**config.mk**
```make
export PLATFORM = sky130hd
export DESIGN_NAME = watch_mode_sequencer
export DESIGN_NICKNAME = d
export VERILOG_FILES = /design/src/rtl/watch_pkg.sv /design/src/rtl/button_debouncer.sv /design/src/rtl/watch_mode_sequencer.sv
export SDC_FILE = /design/constraint.sdc
export NUM_CORES = 1
export LEC_CHECK = 0
export CORE_UTILIZATION = 49
export CTS_CLUSTER_SIZE = 14
export DETAILED_ROUTE_END_ITERATION = 8
export HOLD_SLACK_MARGIN = 0.03
export MAX_ROUTING_LAYER = met4
export PLACE_DENSITY_LB_ADDON = 0.08
export REMOVE_ABC_BUFFERS = 1
export SLEW_MARGIN = 20
export SYNTH_ARGS = -nofsm -noshare
export SYNTH_HDL_FRONTEND = slang
export SYNTH_SLANG_ARGS = --single-unit
```
**constraint.sdc**
```tcl
create_clock -name clk -period 2.3 [get_ports clk]
set_clock_uncertainty 0.1 [all_clocks]
set_input_delay 0.46 -clock clk [delete_from_list [all_inputs] [get_ports clk]]
set_output_delay 0.46 -clock clk [all_outputs]
set_load 0.05 [all_outputs]
```
**src/rtl/watch_pkg.sv**
```systemverilog
// Shared constants for the watch front-end sequencer:
// display modes, sequencer states and the edit field count.
package watch_pkg;

  localparam logic [2:0] WATCH     = 3'd0;
  localparam logic [2:0] STOPWATCH = 3'd1;
  localparam logic [2:0] ALARM     = 3'd2;
  localparam logic [2:0] DAY       = 3'd3;

  localparam int FIELD_COUNT = 4;

  typedef enum logic [1:0] {
    BROWSE = 2'd0,
    SET    = 2'd1,
    COMMIT = 2'd2
  } state_t;

endpackage

```
**src/rtl/button_debouncer.sv**
```systemverilog
// Raw button -> 2-flop sync -> debounce -> one-cycle press pulse.
// Ports: clk, reset (sync, high), btn (raw), press (registered pulse).
module button_debouncer #(
  parameter int DEBOUNCE_CYCLES = 16
) (
  input  logic clk,
  input  logic reset,
  input  logic btn,
  output logic press
);

  localparam int CW = (DEBOUNCE_CYCLES > 2) ?
                      $clog2(DEBOUNCE_CYCLES) : 1;
  localparam logic [CW-1:0] LAST = CW'(DEBOUNCE_CYCLES - 1);

  logic          sync1;
  logic          sync2;
  logic          accepted;
  logic [CW-1:0] cnt;

  always_ff @(posedge clk) begin
    if (reset) begin
      sync1    <= 1'b0;
      sync2    <= 1'b0;
      accepted <= 1'b0;
      cnt      <= '0;
      press    <= 1'b0;
    end else begin
      sync1 <= btn;
      sync2 <= sync1;
      press <= 1'b0;
      if (sync2 != accepted) begin
        if (cnt == LAST) begin
          accepted <= sync2;
          cnt      <= '0;
          // Only the 0->1 acceptance is a press.
          press    <= sync2;
        end else begin
          cnt <= cnt + 1'b1;
        end
      end else begin
        cnt <= '0;
      end
    end
  end

endmodule

```
**src/rtl/watch_mode_sequencer.sv**
```systemverilog
// Button front-end: debounced events drive browse/set/commit FSM.
// Ports: clk, reset, btn_* (raw) -> mode, setValue, upTime, nextd,
// field, commit, abort (all registered).
module watch_mode_sequencer
  import watch_pkg::*;
#(
  parameter int DEBOUNCE_CYCLES = 16,
  parameter int SET_TIMEOUT     = 1024
) (
  input  logic       clk,
  input  logic       reset,
  input  logic       btn_mode,
  input  logic       btn_set,
  input  logic       btn_up,
  input  logic       btn_next,
  output logic [2:0] mode,
  output logic       setValue,
  output logic       upTime,
  output logic       nextd,
  output logic [1:0] field,
  output logic       commit,
  output logic       abort
);

  localparam int TW = (SET_TIMEOUT > 2) ?
                      $clog2(SET_TIMEOUT) : 1;
  localparam logic [TW-1:0] IDLE_LAST = TW'(SET_TIMEOUT - 1);

  logic p_mode, p_set, p_up, p_next;

  button_debouncer #(.DEBOUNCE_CYCLES(DEBOUNCE_CYCLES)) u_mode (
    .clk(clk), .reset(reset), .btn(btn_mode), .press(p_mode));
  button_debouncer #(.DEBOUNCE_CYCLES(DEBOUNCE_CYCLES)) u_set (
    .clk(clk), .reset(reset), .btn(btn_set), .press(p_set));
  button_debouncer #(.DEBOUNCE_CYCLES(DEBOUNCE_CYCLES)) u_up (
    .clk(clk), .reset(reset), .btn(btn_up), .press(p_up));
  button_debouncer #(.DEBOUNCE_CYCLES(DEBOUNCE_CYCLES)) u_next (
    .clk(clk), .reset(reset), .btn(btn_next), .press(p_next));

  // Priority set > next > up > mode; losers are dropped.
  logic set_ev, next_ev, up_ev, mode_ev, any_ev;
  assign set_ev  = p_set;
  assign next_ev = p_next & ~p_set;
  assign up_ev   = p_up & ~p_set & ~p_next;
  assign mode_ev = p_mode & ~p_set & ~p_next & ~p_up;
  // Any press, even an ignored one, keeps the edit alive.
  assign any_ev  = p_set | p_next | p_up | p_mode;

  logic multi_field;
  assign multi_field = (mode == WATCH) || (mode == ALARM);

  state_t        state;
  logic [TW-1:0] idle;

  always_ff @(posedge clk) begin
    if (reset) begin
      state    <= BROWSE;
      idle     <= '0;
      mode     <= WATCH;
      setValue <= 1'b0;
      upTime   <= 1'b0;
      nextd    <= 1'b0;
      field    <= '0;
      commit   <= 1'b0;
      abort    <= 1'b0;
    end else begin
      upTime <= 1'b0;
      nextd  <= 1'b0;
      commit <= 1'b0;
      abort  <= 1'b0;
      unique case (state)
        BROWSE: begin
          if (set_ev && mode != STOPWATCH) begin
            state    <= SET;
            setValue <= 1'b1;
            field    <= '0;
            idle     <= '0;
          end else if (mode_ev) begin
            mode <= {1'b0, mode[1:0] + 2'd1};
          end
        end
        SET: begin
          if (set_ev) begin
            state  <= COMMIT;
            commit <= 1'b1;
          end else if (any_ev) begin
            idle <= '0;
            if (up_ev) upTime <= 1'b1;
            if (next_ev && multi_field) begin
              nextd <= 1'b1;
              field <= field + 2'd1;
            end
          end else if (idle == IDLE_LAST) begin
            abort    <= 1'b1;
            setValue <= 1'b0;
            field    <= '0;
            state    <= BROWSE;
          end else begin
            idle <= idle + 1'b1;
          end
        end
        COMMIT: begin
          state    <= BROWSE;
          setValue <= 1'b0;
          field    <= '0;
        end
        default: state <= BROWSE;
      endcase
    end
  end

endmodule

```
==> impl_metrics.yaml <==
floorplan:
  core_mm2: 0.004723
  rows: 25
  die_area_mm2: 0.005168
  die_height_um: 71.89
  start_util_pct: 50.68
  die_w_um: 71.89
  io_pins: 16
sta:
  relSlewSlack_pct: 62.57
  setup_tns_ns: 0
  max_freq_mhz: 470.7
  fin_crit_ns: 2.124
  rsz0062_at_grt: "false"
  finalMaxSlewViolations: 0
  worstMarginPinSlew_ns: 0.5542
  hold_slack_ns: 0.3436
  hold_viol_final: 0
  setup_violations: 0
  period_share_pct: 92.36
run_status:
  status: "complete, no violations"
synth:
  ys_top_cells_by_area: "dfxtp_1, ha_1, nor2_1, xnor2_1, nor2b_1"
  synth_area_mm2: 0.002394
  synth-async-reset-ratio_pct: 0
  ys_warn_count: 0
  ys_types: 57
  synth_top_flop_cell: "dfxtp_1"
  yosysTopAreaCell: "dfxtp_1"
  yosysSeqAreaShare_pct: 44.33
  syn_inst: 245
  synth_edf_count: 0
  synth_top_area_share_pct: 44.33
  synth_area_per_cell_um2: 9.770
  ys_seq_elements: 53
global_route:
  grt_pass1_vias: 1609
  grt_util_all_layers_pct: 17.88
  grt_max_degree: 29
  use_met2_pct: 27.78
  grtUsageMet1_pct: 22.57
  met3_usage_pct: 4.306
  grt_pass1_wl_mm: 7.072
  grt_antenna_before_repair: 0
  top_usage_layer: "met2"
  grt_overflow: 0
routing:
  dr.pass1.iters: 4
  drt_iter0_markers: 163
  antenna_left: 0
  drc: 0
  wire_per_inst_um: 12.60
  via_per_inst: 5.421
  num_vias: 1778
  drt_wl_total_mm: 4.132
pwr:
  power_frac_clock_pct: 38.9
  switchingPower_mw: 0.3200
  pwr-share-seq_pct: 58.5
  p_int_mw: 1.270
  swShare_pct: 20.13
  p_comb_share_pct: 2.6
  leakagePower_nw: 0.9576
  vdd_drop_max_uv: 385.3
  power_density_mw_per_mm2: 591.8
finish:
  synthToLayoutAreaGrowth_pct: 12.23
  layout.nets: 277
  finalCoreUtilization_pct: 56.87
  num_antenna_cells: 0
  layout_commonest_cell: "dfxtp_1"
  final_cell_mix: "dfxtp_1, nor2_1, nand2_1, clkdlybuf4s50_1"
  drive_above_1_share_pct: 8.429
worst_hold_path:
  hp-class: "register to register"
cts:
  cts_setup_buffers: 0
  postCtsResizedCells: 0
  path_clk_slew_ns: 0.10
  clock_latency_ns: 0.30
  cts.sinks: 53
  htreeDepth: 2
  cts_tree: "done"
  root_buffer: "clkbuf_8"
  numCtsBuffers: 5
  hold_buffers: 0
  clockBufferDepth: 2
critical_path:
  start_kind: "register"
  cpMaxStageDelayCell: "clkdlybuf4s50_1"
  max_stage_delay_ns: 0.84
  crit_buf_inv: 1
  path_cells: "clkdlybuf4s50_1"
  crit_type: "register to output port"
  worst-path-max-fanout: 5
  worstPathArrival_ns: 1.56
  cp.required_ns: 1.74
  critPathTopFamily: "buffers and inverters"
  end_kind: "output port"
placement:
  io_buffers: 14
  place_congestion: 0.7990
  hpwlAfterDp_mm: 2.951
job:
  cap_violations: 0
-- state kept, by name, indices dropped and copies added (netlist names), 2 cells and up --
| register | cells |
|---|---|
| field | 2 |
| idle | 10 |
| mode | 2 |
| state | 2 |
| u_mode.cnt | 4 |
| u_next.cnt | 4 |
| u_set.cnt | 4 |
| u_up.cnt | 4 |
-- synth_stat cells (3+ instances only) --
cell type / number
a21oi_1: 6
dfxtp_1: 53
o311ai_0: 3
and3_1: 7
xnor2_1: 9
nor4b_1: 5
nor4_1: 4
nand2_1: 14
o21ai_0: 4
ha_1: 11
nand3_1: 11
xor2_1: 4
nand2b_1: 4
a211oi_1: 5
clkbuf_1: 6
nor3_1: 7
inv_1: 5
mux2i_1: 5
clkbuf_8: 3
nor2b_1: 9
nor2_1: 22
nand4_1: 3
o41ai_1: 4
-- per-layer routing --
layer | up-vias | share of wire, %
li1 | 924 | -
met3 | 2 | 4.4
met1 | 811 | 50
met5 | - | 0
met2 | 41 | 45
met4 | 0 | 0.70
-- area by class of cell --
type / instances / area, µm²
sequential: 53 / 1061
tap: 67 / 83.83
fill: 427 / 2037
clock inverter: 2 / 38.79
inverter: 6 / 22.52
multi-input combinational: 172 / 1207
timing repair buffer: 22 / 200.2
clock buffer: 6 / 72.57
-- cell families (layout without fill, tap and decap cells) --
logic type	after synthesis	in the layout	share of synthesized area [%]
and+or+nand+nor	103	103	24.72
buffers and inverters	20	36	5.227
muxes	5	5	2.091
adders and majority gates	11	11	5.750
AOI/OAI and AO/OA	39	39	12.96
xor gates and xnor gates	13	13	4.757
other	1	1	0.1567
DFF	53	53	44.33
-- metrics by stage --
stage / std cells / setup WS (ns) / instance area, µm² / power (mW)
6_report: 328 / 0.1757 / 2686 / 1.590
5_1_grt: 328 / 0.1217 / 2686 / 1.647
4_1_cts: 328 / 0.1714 / 2686 / 1.609
3_5_place_dp: 320 / 0.2598 / 2575 / 0.9935
3_3_place_gp: 320 / 0.2643 / 2575 / 0.9931
2_1_floorplan: 231 / 0.01213 / 2291 / 0.9674
-- path summary, 6_finish.rpt --
check,start,endpoint,slack [ns],cells after the start
setup / recovery,field[0],field[0],0.18,1
hold / removal,u_set.sync1,u_set.sync2,0.34,1
setup reg to reg,u_next.press,setValue,0.24,4
hold reg to reg,u_set.sync1,u_set.sync2,0.34,1
-- power groups by stage --
stage / combinational [mW] / sequential (mW) / clock [mW]
2_1_floorplan: 0.0169 / 0.951 / 0
3_3_place_gp: 0.0418 / 0.951 / 0
3_5_place_dp: 0.0420 / 0.951 / 0
4_1_cts: 0.0420 / 0.930 / 0.637
5_1_grt: 0.0459 / 0.931 / 0.670
6_report: 0.0412 / 0.930 / 0.619
Note: power is estimated with default switching activity, not from simulation.
